[src/rtl/traffic_pkg.sv]
// rtl/traffic_pkg.sv - shared constants and types for the traffic conflict monitor
//
// Purpose: lamp encodings {R,Y,G}, fault cause codes, approach indices and
// the monitor FSM state type, shared by the monitor top and its checkers.
// Ports: none (package).
package traffic_pkg;

  localparam logic [2:0] LAMP_RED = 3'b100;
  localparam logic [2:0] LAMP_YEL = 3'b010;
  localparam logic [2:0] LAMP_GRN = 3'b001;
  localparam logic [2:0] LAMP_OFF = 3'b000;

  localparam logic [2:0] FC_NONE     = 3'b000;
  localparam logic [2:0] FC_ENC      = 3'b001;
  localparam logic [2:0] FC_CONFLICT = 3'b010;
  localparam logic [2:0] FC_SHORT_Y  = 3'b011;
  localparam logic [2:0] FC_SKIP_Y   = 3'b100;

  localparam int M1 = 0;
  localparam int S  = 1;
  localparam int MT = 2;
  localparam int M2 = 3;

  typedef enum logic {
    ST_RUN   = 1'b0,
    ST_FAULT = 1'b1
  } state_e;

endpackage

[src/rtl/traffic_conflict_monitor_if.sv]
// rtl/traffic_conflict_monitor_if.sv - controller-to-lamp bus seen by the monitor
//
// Purpose: groups the controller lights, the fault clear request and the
// lamp/fault outputs of the monitor.
// Signals:
//   light_M1/S/MT/M2  [2:0]  controller lights {R,Y,G}
//   clear_fault              single-cycle request to leave FAULT
//   lamp_M1/S/MT/M2   [2:0]  lamp drive {R,Y,G}
//   fault                    high while in FAULT
//   fault_code        [2:0]  cause of the latched fault
//   fault_src         [3:0]  approaches involved, {M2,MT,S,M1}
// Modports: master = controller side, slave = monitor side.
interface traffic_conflict_monitor_if;
  logic [2:0] light_M1;
  logic [2:0] light_S;
  logic [2:0] light_MT;
  logic [2:0] light_M2;
  logic       clear_fault;
  logic [2:0] lamp_M1;
  logic [2:0] lamp_S;
  logic [2:0] lamp_MT;
  logic [2:0] lamp_M2;
  logic       fault;
  logic [2:0] fault_code;
  logic [3:0] fault_src;

  modport master (
    output light_M1, light_S, light_MT, light_M2, clear_fault,
    input  lamp_M1, lamp_S, lamp_MT, lamp_M2, fault, fault_code, fault_src
  );

  modport slave (
    input  light_M1, light_S, light_MT, light_M2, clear_fault,
    output lamp_M1, lamp_S, lamp_MT, lamp_M2, fault, fault_code, fault_src
  );
endinterface

[src/rtl/approach_checker.sv]
// rtl/approach_checker.sv - per-approach encoding and phase transition checks
//
// Purpose: remembers the previous light of one approach and how long it has
// been yellow, and flags invalid encodings, green->red without yellow and
// yellow held for fewer than MIN_YELLOW cycles.
// Ports:
//   clk, rst        clock, asynchronous active-low reset
//   light   [2:0]   current controller light {R,Y,G}
//   reload          reload history from light and clear the yellow counter
//   is_green        light is green
//   bad_enc         light is not one of red/yellow/green
//   skip_y          green->red transition this cycle
//   short_y         yellow left before MIN_YELLOW cycles
module approach_checker
  import traffic_pkg::*;
#(
  parameter int MIN_YELLOW = 3
) (
  input  logic       clk,
  input  logic       rst,
  input  logic [2:0] light,
  input  logic       reload,
  output logic       is_green,
  output logic       bad_enc,
  output logic       skip_y,
  output logic       short_y
);

  localparam int YW = $clog2(MIN_YELLOW + 1);
  localparam logic [YW-1:0] Y_MAX = YW'(MIN_YELLOW);

  logic [2:0]    prev_q;
  logic [YW-1:0] ycnt_q;

  always_ff @(posedge clk or negedge rst) begin
    if (!rst) begin
      prev_q <= LAMP_RED;
      ycnt_q <= '0;
    end else if (reload) begin
      prev_q <= light;
      ycnt_q <= '0;
    end else begin
      prev_q <= light;
      if (light == LAMP_YEL) begin
        if (ycnt_q != Y_MAX) ycnt_q <= ycnt_q + 1'b1;
      end else begin
        ycnt_q <= '0;
      end
    end
  end

  assign is_green = (light == LAMP_GRN);
  assign bad_enc  = !(light inside {LAMP_RED, LAMP_YEL, LAMP_GRN});
  assign skip_y   = (prev_q == LAMP_GRN) && (light == LAMP_RED);
  // ycnt_q counts the yellow cycles already seen, so leaving yellow is
  // legal once MIN_YELLOW of them have been registered.
  assign short_y  = (prev_q == LAMP_YEL) && (light != LAMP_YEL) && (ycnt_q < Y_MAX);

endmodule

[src/rtl/traffic_conflict_monitor.sv]
// rtl/traffic_conflict_monitor.sv - safety monitor between light controller and lamps
//
// Purpose: registers the controller lights onto the lamps, checks encodings,
// green conflicts and phase transitions, and on a violation latches a fault
// and flashes all lamps red until cleared with every input red.
// Ports:
//   clk, rst   clock, asynchronous active-low reset
//   bus        traffic_conflict_monitor_if.slave (lights in, lamps/fault out)
module traffic_conflict_monitor
  import traffic_pkg::*;
#(
  parameter int MIN_YELLOW   = 3,
  parameter int FAULT_FILTER = 2,
  parameter int FLASH_DIV    = 5
) (
  input  logic                         clk,
  input  logic                         rst,
  traffic_conflict_monitor_if.slave    bus
);

  localparam int FFW = $clog2(FAULT_FILTER + 1);
  localparam logic [FFW-1:0] FILT_MAX  = FFW'(FAULT_FILTER);
  localparam logic [FFW-1:0] FILT_LAST = FFW'(FAULT_FILTER - 1);
  localparam int FLW = $clog2(FLASH_DIV + 1);
  localparam logic [FLW-1:0] FLASH_LAST = FLW'(FLASH_DIV - 1);
  localparam logic [3:0][2:0] ALL_RED = {4{LAMP_RED}};
  localparam logic [3:0][2:0] ALL_OFF = {4{LAMP_OFF}};

  logic [3:0][2:0] light;
  logic [3:0]      is_green, bad_enc, skip_y, short_y;
  logic            reload;

  assign light[M1] = bus.light_M1;
  assign light[S]  = bus.light_S;
  assign light[MT] = bus.light_MT;
  assign light[M2] = bus.light_M2;

  for (genvar i = 0; i < 4; i++) begin : g_appr
    approach_checker #(.MIN_YELLOW(MIN_YELLOW)) u_chk (
      .clk      (clk),
      .rst      (rst),
      .light    (light[i]),
      .reload   (reload),
      .is_green (is_green[i]),
      .bad_enc  (bad_enc[i]),
      .skip_y   (skip_y[i]),
      .short_y  (short_y[i])
    );
  end

  // Conflict matrix: each illegal green pair marks both of its approaches.
  logic [3:0] conf_src;
  always_comb begin
    conf_src = '0;
    if (is_green[S] && is_green[M1]) begin conf_src[S] = 1'b1; conf_src[M1] = 1'b1; end
    if (is_green[S] && is_green[M2]) begin conf_src[S] = 1'b1; conf_src[M2] = 1'b1; end
    if (is_green[S] && is_green[MT]) begin conf_src[S] = 1'b1; conf_src[MT] = 1'b1; end
    if (is_green[MT] && is_green[M2]) begin conf_src[MT] = 1'b1; conf_src[M2] = 1'b1; end
  end

  logic           conflict, enc_bad;
  logic [FFW-1:0] conf_cnt_q, enc_cnt_q;
  logic           conf_trig, enc_trig;

  assign conflict  = |conf_src;
  assign enc_bad   = |bad_enc;
  assign conf_trig = conflict && (conf_cnt_q >= FILT_LAST);
  assign enc_trig  = enc_bad && (enc_cnt_q >= FILT_LAST);

  always_ff @(posedge clk or negedge rst) begin
    if (!rst) begin
      conf_cnt_q <= '0;
      enc_cnt_q  <= '0;
    end else if (reload) begin
      conf_cnt_q <= '0;
      enc_cnt_q  <= '0;
    end else begin
      if (!conflict) conf_cnt_q <= '0;
      else if (conf_cnt_q != FILT_MAX) conf_cnt_q <= conf_cnt_q + 1'b1;
      if (!enc_bad) enc_cnt_q <= '0;
      else if (enc_cnt_q != FILT_MAX) enc_cnt_q <= enc_cnt_q + 1'b1;
    end
  end

  // Winning cause in priority order.
  logic       trig;
  logic [2:0] win_code;
  logic [3:0] win_src;
  always_comb begin
    trig     = 1'b1;
    win_code = FC_NONE;
    win_src  = '0;
    if (conf_trig) begin
      win_code = FC_CONFLICT; win_src = conf_src;
    end else if (enc_trig) begin
      win_code = FC_ENC;      win_src = bad_enc;
    end else if (|skip_y) begin
      win_code = FC_SKIP_Y;   win_src = skip_y;
    end else if (|short_y) begin
      win_code = FC_SHORT_Y;  win_src = short_y;
    end else begin
      trig = 1'b0;
    end
  end

  state_e          state_q, state_d;
  logic [3:0][2:0] lamp_q, lamp_d;
  logic [2:0]      code_q, code_d;
  logic [3:0]      src_q, src_d;
  logic [FLW-1:0]  flash_cnt_q, flash_cnt_d;
  logic            flash_on_q, flash_on_d;

  always_ff @(posedge clk or negedge rst) begin
    if (!rst) state_q <= ST_RUN;
    else      state_q <= state_d;
  end

  always_comb begin
    state_d     = state_q;
    lamp_d      = light;
    code_d      = code_q;
    src_d       = src_q;
    flash_cnt_d = flash_cnt_q;
    flash_on_d  = flash_on_q;
    reload      = 1'b0;
    case (state_q)
      ST_RUN: begin
        if (trig) begin
          state_d     = ST_FAULT;
          lamp_d      = ALL_RED;
          code_d      = win_code;
          src_d       = win_src;
          flash_cnt_d = '0;
          flash_on_d  = 1'b1;
        end
      end
      ST_FAULT: begin
        if (bus.clear_fault && (light == ALL_RED)) begin
          state_d = ST_RUN;
          code_d  = FC_NONE;
          src_d   = '0;
          reload  = 1'b1;
        end else begin
          if (flash_cnt_q == FLASH_LAST) begin
            flash_cnt_d = '0;
            flash_on_d  = !flash_on_q;
          end else begin
            flash_cnt_d = flash_cnt_q + 1'b1;
          end
          lamp_d = flash_on_d ? ALL_RED : ALL_OFF;
        end
      end
      default: state_d = ST_RUN;
    endcase
  end

  always_ff @(posedge clk or negedge rst) begin
    if (!rst) begin
      lamp_q      <= ALL_RED;
      code_q      <= FC_NONE;
      src_q       <= '0;
      flash_cnt_q <= '0;
      flash_on_q  <= 1'b1;
    end else begin
      lamp_q      <= lamp_d;
      code_q      <= code_d;
      src_q       <= src_d;
      flash_cnt_q <= flash_cnt_d;
      flash_on_q  <= flash_on_d;
    end
  end

  assign bus.lamp_M1    = lamp_q[M1];
  assign bus.lamp_S     = lamp_q[S];
  assign bus.lamp_MT    = lamp_q[MT];
  assign bus.lamp_M2    = lamp_q[M2];
  assign bus.fault      = (state_q == ST_FAULT);
  assign bus.fault_code = code_q;
  assign bus.fault_src  = src_q;

endmodule
[src/flat_wrapper.sv]
// flat-port wrapper written by rule: the top's interface ports become plain ports
module traffic_conflict_monitor_flat import traffic_pkg::*;
#(
  parameter int MIN_YELLOW   = 3,
  parameter int FAULT_FILTER = 2,
  parameter int FLASH_DIV    = 5
)
  (clk, rst, bus_light_M1, bus_light_S, bus_light_MT, bus_light_M2, bus_clear_fault, bus_lamp_M1, bus_lamp_S, bus_lamp_MT, bus_lamp_M2, bus_fault, bus_fault_code, bus_fault_src);
  traffic_conflict_monitor_if bus_i ();
  input  logic clk;
  input  logic rst;
  input wire logic [$bits(bus_i.light_M1)-1:0] bus_light_M1;
  input wire logic [$bits(bus_i.light_S)-1:0] bus_light_S;
  input wire logic [$bits(bus_i.light_MT)-1:0] bus_light_MT;
  input wire logic [$bits(bus_i.light_M2)-1:0] bus_light_M2;
  input wire logic [$bits(bus_i.clear_fault)-1:0] bus_clear_fault;
  output wire logic [$bits(bus_i.lamp_M1)-1:0] bus_lamp_M1;
  output wire logic [$bits(bus_i.lamp_S)-1:0] bus_lamp_S;
  output wire logic [$bits(bus_i.lamp_MT)-1:0] bus_lamp_MT;
  output wire logic [$bits(bus_i.lamp_M2)-1:0] bus_lamp_M2;
  output wire logic [$bits(bus_i.fault)-1:0] bus_fault;
  output wire logic [$bits(bus_i.fault_code)-1:0] bus_fault_code;
  output wire logic [$bits(bus_i.fault_src)-1:0] bus_fault_src;
  assign bus_i.light_M1 = bus_light_M1;
  assign bus_i.light_S = bus_light_S;
  assign bus_i.light_MT = bus_light_MT;
  assign bus_i.light_M2 = bus_light_M2;
  assign bus_i.clear_fault = bus_clear_fault;
  assign bus_lamp_M1 = bus_i.lamp_M1;
  assign bus_lamp_S = bus_i.lamp_S;
  assign bus_lamp_MT = bus_i.lamp_MT;
  assign bus_lamp_M2 = bus_i.lamp_M2;
  assign bus_fault = bus_i.fault;
  assign bus_fault_code = bus_i.fault_code;
  assign bus_fault_src = bus_i.fault_src;
  traffic_conflict_monitor #(.MIN_YELLOW(MIN_YELLOW), .FAULT_FILTER(FAULT_FILTER), .FLASH_DIV(FLASH_DIV)) u_core (.clk(clk), .rst(rst), .bus(bus_i));
endmodule
[config.mk]
export PLATFORM = sky130hd
export DESIGN_NAME = traffic_conflict_monitor_flat
export DESIGN_NICKNAME = d
export VERILOG_FILES = /design/src/rtl/traffic_pkg.sv /design/src/rtl/traffic_conflict_monitor_if.sv /design/src/rtl/approach_checker.sv /design/src/rtl/traffic_conflict_monitor.sv /design/src/flat_wrapper.sv
export SDC_FILE = /design/constraint.sdc
export NUM_CORES = 1
export LEC_CHECK = 0
export ABC_AREA = 1
export CAP_MARGIN = 10
export CORE_MARGIN = 5
export CORE_UTILIZATION = 50
export CTS_BUF_LIST = sky130_fd_sc_hd__clkbuf_2 sky130_fd_sc_hd__clkbuf_4 sky130_fd_sc_hd__clkbuf_8
export DETAILED_ROUTE_END_ITERATION = 16
export GPL_TIMING_DRIVEN = 0
export PLACE_DENSITY = 0.79
export SETUP_SLACK_MARGIN = 0.02
export SYNTH_ARGS = -nofsm -noshare
export SYNTH_HDL_FRONTEND = slang
export SYNTH_SLANG_ARGS = --single-unit
[constraint.sdc]
create_clock -name clk -period 4.2 [get_ports clk]
set_clock_uncertainty 0.15 [all_clocks]
set_input_delay 0.84 -clock clk [delete_from_list [all_inputs] [get_ports clk]]
set_output_delay 0.84 -clock clk [all_outputs]
set_load 0.03 [all_outputs]
# Word-level counts from Yosys, hierarchy flattened
# Cells that the tools add are included.
[op_classes]
n_lt_le_gt_ge = 6
reduce_logical = 34
eq_ne = 41
addsub = 7
mux = 60
multipliers = 0
shifts = 0
bitwise = 1
div_mod_pow = 0
[op_table]
columns = ["cell", "count"]
rows = [
  ["two-way mux 2 bit", 22],
  ["two-way mux 12 bit", 3],
  ["== test 3 x 1 -> 1 bit, second input constant", 8],
  ["== test 3 x 2 -> 1 bit, second input constant", 8],
  ["two-way mux 3 bit", 8],
  ["two-way mux 4 bit", 6],
  ["case mux 12 bit (2 select lines)", 1],
  ["inequality test 3 x 2 -> 1 bit, second input constant", 7],
  ["logical AND 1 bit", 19],
  ["inequality test 2 bit, second input constant", 8],
  ["OR reduction 4 bit", 4],
  ["== test 3 bit, second input constant", 5],
  ["two-way mux 1 bit", 15],
  ["adder 2 x 1 -> 2 bit, second input constant", 6],
  ["== test 12 bit, second input constant", 1],
  ["case mux 3 bit (2 select lines)", 2],
  ["nonzero test 3 bit", 4],
  ["inequality test 3 bit, second input constant", 3],
  ["less-than comparator 2 bit, second input constant", 4],
  ["case mux 4 bit (2 select lines)", 1],
  ["logical NOT 1 bit", 5],
  [">= comparator 2 x 1 -> 1 bit, second input constant", 2],
  ["case mux 1 bit (2 select lines)", 2],
  ["AND reduction 2 bit", 2],
  ["other kinds (3)", 3],
]
[totals]
in_bits = 15
n_memories = 0
reg_bits = 48
out_inout_bits = 20
mem_bits_ro = 0
wordCells = 168
latch_bits = 0
ram_bits = 0

# Logic depth before layout (Yosys ltp)
[logic_depth]
ltp_word = 11
ltp_mapped = 14
mapped_depth_nobuf = 14

# Cells and area by module
# A second synthesis with hierarchy kept.
[unflattened]
cells_unflattened = 338
hier_area_um2 = 2632.5
[modules_own_cells]
columns = ["module", "seq_area_each_um2", "cells_per_inst", "area_per_inst_um2", "n_inst"]
rows = [
  ["traffic_conflict_monitor", 706.9, 198, 1591.5, 1],
  ["approach_checker", 126.4, 35, 260.2, 4],
]

# Least setup slack after synthesis
# OpenSTA, ideal clock, no wires.
[synth_path]
kind = "input to register"
from = "input port bus_light_S[2]"
to = "register u_core.src_q[1] (netlist: u_core.bus.fault_src[1])"
setup_time_ns = 0.066
slack_ns = 2.117
stages = 10
required_ns = 3.984
n_path_buf = 1
arrival_ns = 1.867
cell_sequence = "inv_2 > nand3_1 > nand3_1 > nand2_2 > o21ai_4 > nand3_4 > nand2_4 > buf_8 > nand3_1 > nand2_1"
[synth_via]
elab_chain_len = 10
elab_cells_between_ends = 38
classes_between = "7 x eq/ne; 15 x mux; 16 x reduce/logical"
[synth_rtl]
columns = ["item", "line", "text"]
rows = [
  ["start: declaration", "flat_wrapper.sv:13", "input wire logic [$bits(bus_i.light_S)-1:0] bus_light_S;"],
  ["inequality test 3 x 2 -> 1 bit or == test 3 x 1 -> 1 bit (tied branches)", "approach_checker.sv:57, approach_checker.sv:52, approach_checker.sv:53", ""],
  ["logical AND 1 bit, on equally long branches", "approach_checker.sv:57, traffic_conflict_monitor.sv:55", ""],
  ["logical AND 1 bit or two-way mux 2 bit (tied branches)", "approach_checker.sv:57, traffic_conflict_monitor.sv:55", ""],
  ["OR reduction 4 bit or two-way mux 1 bit (tied branches)", "traffic_conflict_monitor.sv:99, traffic_conflict_monitor.sv:56", ""],
  ["two-way mux 4 bit, or another cell as far along", "traffic_conflict_monitor.sv:99", "end else if (|short_y) begin"],
  ["two-way mux 4 bit, or another cell as far along", "traffic_conflict_monitor.sv:97", "end else if (|skip_y) begin"],
  ["two-way mux 4 bit, or another cell as far along", "traffic_conflict_monitor.sv:95", "end else if (enc_trig) begin"],
  ["two-way mux 4 bit or two-way mux 1 bit (tied branches)", "traffic_conflict_monitor.sv:93", "if (conf_trig) begin"],
  ["two-way mux 4 bit or inequality test 2 x 1 -> 1 bit (tied branches)", "-", ""],
  ["case mux 4 bit (2 select lines) or AND reduction 2 bit (tied branches)", "-", ""],
  ["end signal: assignment", "traffic_conflict_monitor.sv:167", "src_q <= src_d;"],
  ["end: declaration", "traffic_conflict_monitor.sv:109", "logic [3:0] src_q, src_d;"],
]
# Parallel ways exist; a longest one is shown, timed or not. The select of a mux whose other input is x is not followed.
# A chain may end at the register's enable or synchronous reset.

# Worst setup path after layout
[layout_path]
from = "input port bus_light_M2[2]"
to = "register u_core.src_q[2] (netlist: u_core.bus.fault_src[2])"
[layout_via]
elab_chain_len = 10
elab_cells_between_ends = 36
classes_between = "7 x eq/ne; 14 x mux; 15 x reduce/logical"
[layout_rtl]
columns = ["item", "line", "text"]
rows = [
  ["start: declaration", "flat_wrapper.sv:15", "input wire logic [$bits(bus_i.light_M2)-1:0] bus_light_M2;"],
  ["inequality test 3 x 2 -> 1 bit", "approach_checker.sv:57", "assign short_y = (prev_q == LAMP_YEL) && (light != LAMP_YEL) && (ycnt_q < Y_MAX);"],
  ["logical AND 1 bit (2 in a row)", "approach_checker.sv:57", ""],
  ["OR reduction 4 bit", "traffic_conflict_monitor.sv:99", ""],
  ["two-way mux 4 bit or two-way mux 1 bit (tied branches)", "traffic_conflict_monitor.sv:99", ""],
  ["two-way mux 4 bit or two-way mux 1 bit (tied branches)", "traffic_conflict_monitor.sv:97", ""],
  ["two-way mux 4 bit or two-way mux 1 bit (tied branches)", "traffic_conflict_monitor.sv:95", ""],
  ["two-way mux 4 bit or two-way mux 1 bit (tied branches)", "traffic_conflict_monitor.sv:93", ""],
  ["two-way mux 4 bit or inequality test 2 x 1 -> 1 bit (tied branches)", "-", ""],
  ["case mux 4 bit (2 select lines) or AND reduction 2 bit (tied branches)", "-", ""],
]
# Parallel ways exist; a longest one is shown, timed or not. The select of a mux whose other input is x is not followed.

==> results.sh <==
export IMPL_grt_pass1_wl_um=8204
export IMPL_grt_pass1_vias=1898
export IMPL_max_slew_worst_pin_slew_ps=546.7
export IMPL_grt_setup_unrepaired="false"
export IMPL_synth_cell_types=29
export IMPL_die_w_um=80.05
export IMPL_cts_resized=0
export IMPL_holdPathEnd="u_core.g_appr[1].u_chk.ycnt_q[0]"
export IMPL_antenna_cells=0
export IMPL_area_growth_pct=23.36
export IMPL_postRouteAntennaNets=0
export IMPL_clk_pin_slew_ps=80
export IMPL_critical_path_endpoint_type="flop"
export IMPL_postLayoutCellArea_um2=3027
export IMPL_pin_count=35
export IMPL_syn_inst=273
export IMPL_wire_per_inst_um=12.36
export IMPL_htreeDepth=2
export IMPL_worstReg2RegStart="u_core.g_appr[1].u_chk.ycnt_q[0]"
export IMPL_root_buffer="clkbuf_8"
export IMPL_die_area_um2=6408
export IMPL_ctsHoldBuffers=0
export IMPL_cts_tree="yes"
export IMPL_insertion_delay_ps=300
export IMPL_cts_sinks=48
export IMPL_fp_row_count=25
export IMPL_ir_drop_mv=0.2642
export IMPL_cts_buffers_inserted=5
export IMPL_yosysSeqAreaShare_pct=49.41
export IMPL_routed_via_density=4.898
export IMPL_dr_pass1_iters=4
export IMPL_hold_violations=0
export IMPL_crit_buf_inv=3
export IMPL_fin_nets=340
export IMPL_cts_setup_buffers=0
export IMPL_place_area_um2=2900
export IMPL_drive_gt1_share_pct=18.04
export IMPL_crit_fanout=10
export IMPL_worstSetupPathType="input pin to flop"
export IMPL_drt_iter0_drc=99
export IMPL_hold_depth=1
export IMPL_drv_cap=0
export IMPL_power_density_nw_per_um2=497.0
export IMPL_status="finished, final reports clean"
export IMPL_slowest_delay_ps=530
export IMPL_hpwl_um=3788
export IMPL_critPathArrivalTime_ps=2660
export IMPL_hold_start="u_core.g_appr[1].u_chk.ycnt_q[0]"
export IMPL_gp_congestion=0.8341
export IMPL_finalPower_mw=1.504
export IMPL_die_y_um=80.05
export IMPL_syn_area_um2=2454
export IMPL_grt_remaining_overflow=0
export IMPL_finalCriticalPeriod_ps=2574
export IMPL_drv_slew=0
export IMPL_antenna_found_initial=0
export IMPL_cpMostUsedCell="nand3_1"
export IMPL_tns_ps=0
export IMPL_path_cells="clkdlybuf4s50_1 -> inv_2 -> nand3_1 -> nand3_1 -> nand2_2 -> o21ai_4 -> nand3_4 -> nand2_4 -> buf_8 -> nand3_1 -> nand2_1"
export IMPL_grt_use_total_pct=16.40
export IMPL_cts_buffer_depth=2
export IMPL_reg2reg_depth=14
export IMPL_core_area_um2=4755
export IMPL_worstPathRequired_ps=4280
export IMPL_cp_top_family="simple AND/OR/NAND/NOR gates"
export IMPL_grt_max_degree=26
export IMPL_min_path_type="flop to flop"
export IMPL_synth_seq_cells=48
export IMPL_drc=0
export IMPL_synth_area_leaders="dfrtp_1 (40%), dfstp_2 (9.6%), nor2_1 (6.6%), nand3_1 (6.5%), nand2_1 (6.4%)"
export IMPL_synth_top_cell_area_share_pct=39.78
export IMPL_routed_wl_um=4732
export IMPL_synth_top_area_cell="dfrtp_1"
export IMPL_slowest_stage="clkdlybuf4s50_1"
export IMPL_fmax_mhz=388.5
export IMPL_start_util_pct=51.61
export IMPL_p_leak_nw=1.500
export IMPL_port_buffers=34
export IMPL_synth_area_per_cell_um2=8.988
export IMPL_synthesis_nets=298
export IMPL_slew_headroom_pct=63.55
export IMPL_setup_violations=0
export IMPL_ys_warn_count=0
export IMPL_post_route_period_util_pct=61.29
export IMPL_timing_rr_end="u_core.bus.fault_src[2]"
export IMPL_startpoint_type="input pin"
export IMPL_reg2reg_slack_ps=2290
export IMPL_vias=1876
==> cells in the final DEF, fill, tap and decap left out, types with 4 or more instances in the layout <==
master | synthesis | layout
inv_1 | 27 | 27
nor2_1 | 43 | 43
o21ai_0 | 8 | 8
ha_1 | 10 | 10
xor2_1 | 6 | 6
nand2_4 | 4 | 4
dfstp_2 | 9 | 9
nand2_1 | 42 | 42
nand3_1 | 32 | 32
inv_2 | 12 | 12
clkbuf_8 | 0 | 7
dfrtp_1 | 39 | 39
a21oi_1 | 8 | 8
nand3_2 | 9 | 9
clkdlybuf4s50_1 | 0 | 33
==> final cells by class <==
type	instances	area (um2)
plain buffers	2	18.77
clock buffers	7	96.34
well taps	67	83.83
clock inverters	1	30.03
flip-flops and latches	48	1212
fillers	406	1728
repair buffers	35	362.8
inverters	39	146.4
multi-input cells	184	1076
==> state kept, by name, summed over array words and instances, names as in the netlist <==
| register | flops |
|---|---|
| u_core.bus.fault_src | 4 |
| u_core.flash_cnt_q | 3 |
| u_core.g_appr.u_chk.ycnt_q | 8 |
| u_core.enc_cnt_q | 2 |
| u_core.conf_cnt_q | 2 |
| u_core.flash_on_q | 1 |
| u_core.bus.fault_code | 3 |
| u_core.g_appr.u_chk.prev_q | 12 |
| u_core.bus.lamp_M2 | 3 |
| u_core.bus.lamp_MT | 3 |
| u_core.bus.lamp_S | 3 |
| u_core.bus.lamp_M1 | 3 |
| u_core.bus.fault | 1 |
==> synth_stat cells <==
library cell / n
a211oi_1: 1
a21o_1: 1
a21oi_1: 8
and3b_1: 1
buf_8: 1
clkbuf_1: 1
dfrtp_1: 39
dfstp_2: 9
ha_1: 10
inv_1: 27
inv_2: 12
mux2i_1: 3
nand2_1: 42
nand2_2: 1
nand2_4: 4
nand3_1: 32
nand3_2: 9
nand3_4: 2
nand4_1: 1
nor2_1: 43
nor2_2: 3
nor2_4: 2
o211ai_1: 2
o21ai_0: 8
o21ai_4: 1
o21bai_2: 1
o22ai_1: 1
or2_2: 2
xor2_1: 6
==> power breakdown <==
| part | switching, mW | leakage, nW | internal [mW] |
|---|---|---|---|
| clock | 0.149 | 0.0645 | 0.210 |
| sequential | 0.0518 | 0.588 | 0.573 |
| combinational | 0.302 | 0.848 | 0.219 |
==> cell families (layout without fill, tap and decap cells) <==
family	after synthesis	in the layout	share of synthesized area [%]
mux	3	3	1.224
fa+ha+maj	10	10	5.099
compound gates	23	23	5.865
buf+inv	41	84	6.731
xor+xnor	6	6	2.142
simple gates	142	142	29.53
flops	48	48	49.41
==> through the flow <==
| step | utilization (%) | cells | worst slack [ps] | hold WS [ps] |
|---|---|---|---|---|
| CTS | 63.66 | 383 | 1634 | 338.1 |
| floorplan | - | 273 | 2117 | 296.1 |
| detailed placement | 61.00 | 375 | 1326 | 327.1 |
| global placement | 60.53 | 374 | 867.3 | 314.3 |
| global route | 63.66 | 383 | 1439 | 365.0 |
| finish | 63.66 | 383 | 1626 | 332.2 |
==> how the worst max path moves through the flow <==
stage                                                   to             from  cells past startpoint  slack, ps
final                              u_core.bus.fault_src[2]  bus_light_M2[2]                     11       1630
after global placement    u_core.g_appr[1].u_chk.ycnt_q[0]              rst                      1        870
after global routing               u_core.bus.fault_src[2]  bus_light_M2[2]                     11       1440
after CTS                          u_core.bus.fault_src[2]  bus_light_M2[2]                     11       1630
after floorplan                    u_core.bus.fault_src[1]   bus_light_S[2]                     10       2120
after detailed placement           u_core.bus.fault_src[2]  bus_light_M2[2]                     11       1330
==> per-layer routing <==
metal | vias up | wire, um | global-route usage (%) | share of wire [%]
met3 | 5 | 215 | 3.139 | 4.5
met2 | 39 | 2280 | 27.57 | 48
li1 | 960 | - | - | -
met4 | 0 | 47 | 6.081 | 0.99
met5 | - | 0 | 0 | 0
met1 | 872 | 2188 | 20.93 | 46
==> worst register-to-register path, stage by stage (launching register included) <==
cell and delay (ps):
dfrtp_1 400, ha_1 250, inv_1 60, nand2_1 40, nor2_1 90, nand2_1 90, nand2_1 80, inv_1 40
nand2_1 110, nor2_4 50, nand3_4 90, nand2_4 80, buf_8 140, nand3_1 60, nand2_1 60
Note: power is estimated with default switching activity, not from simulation.
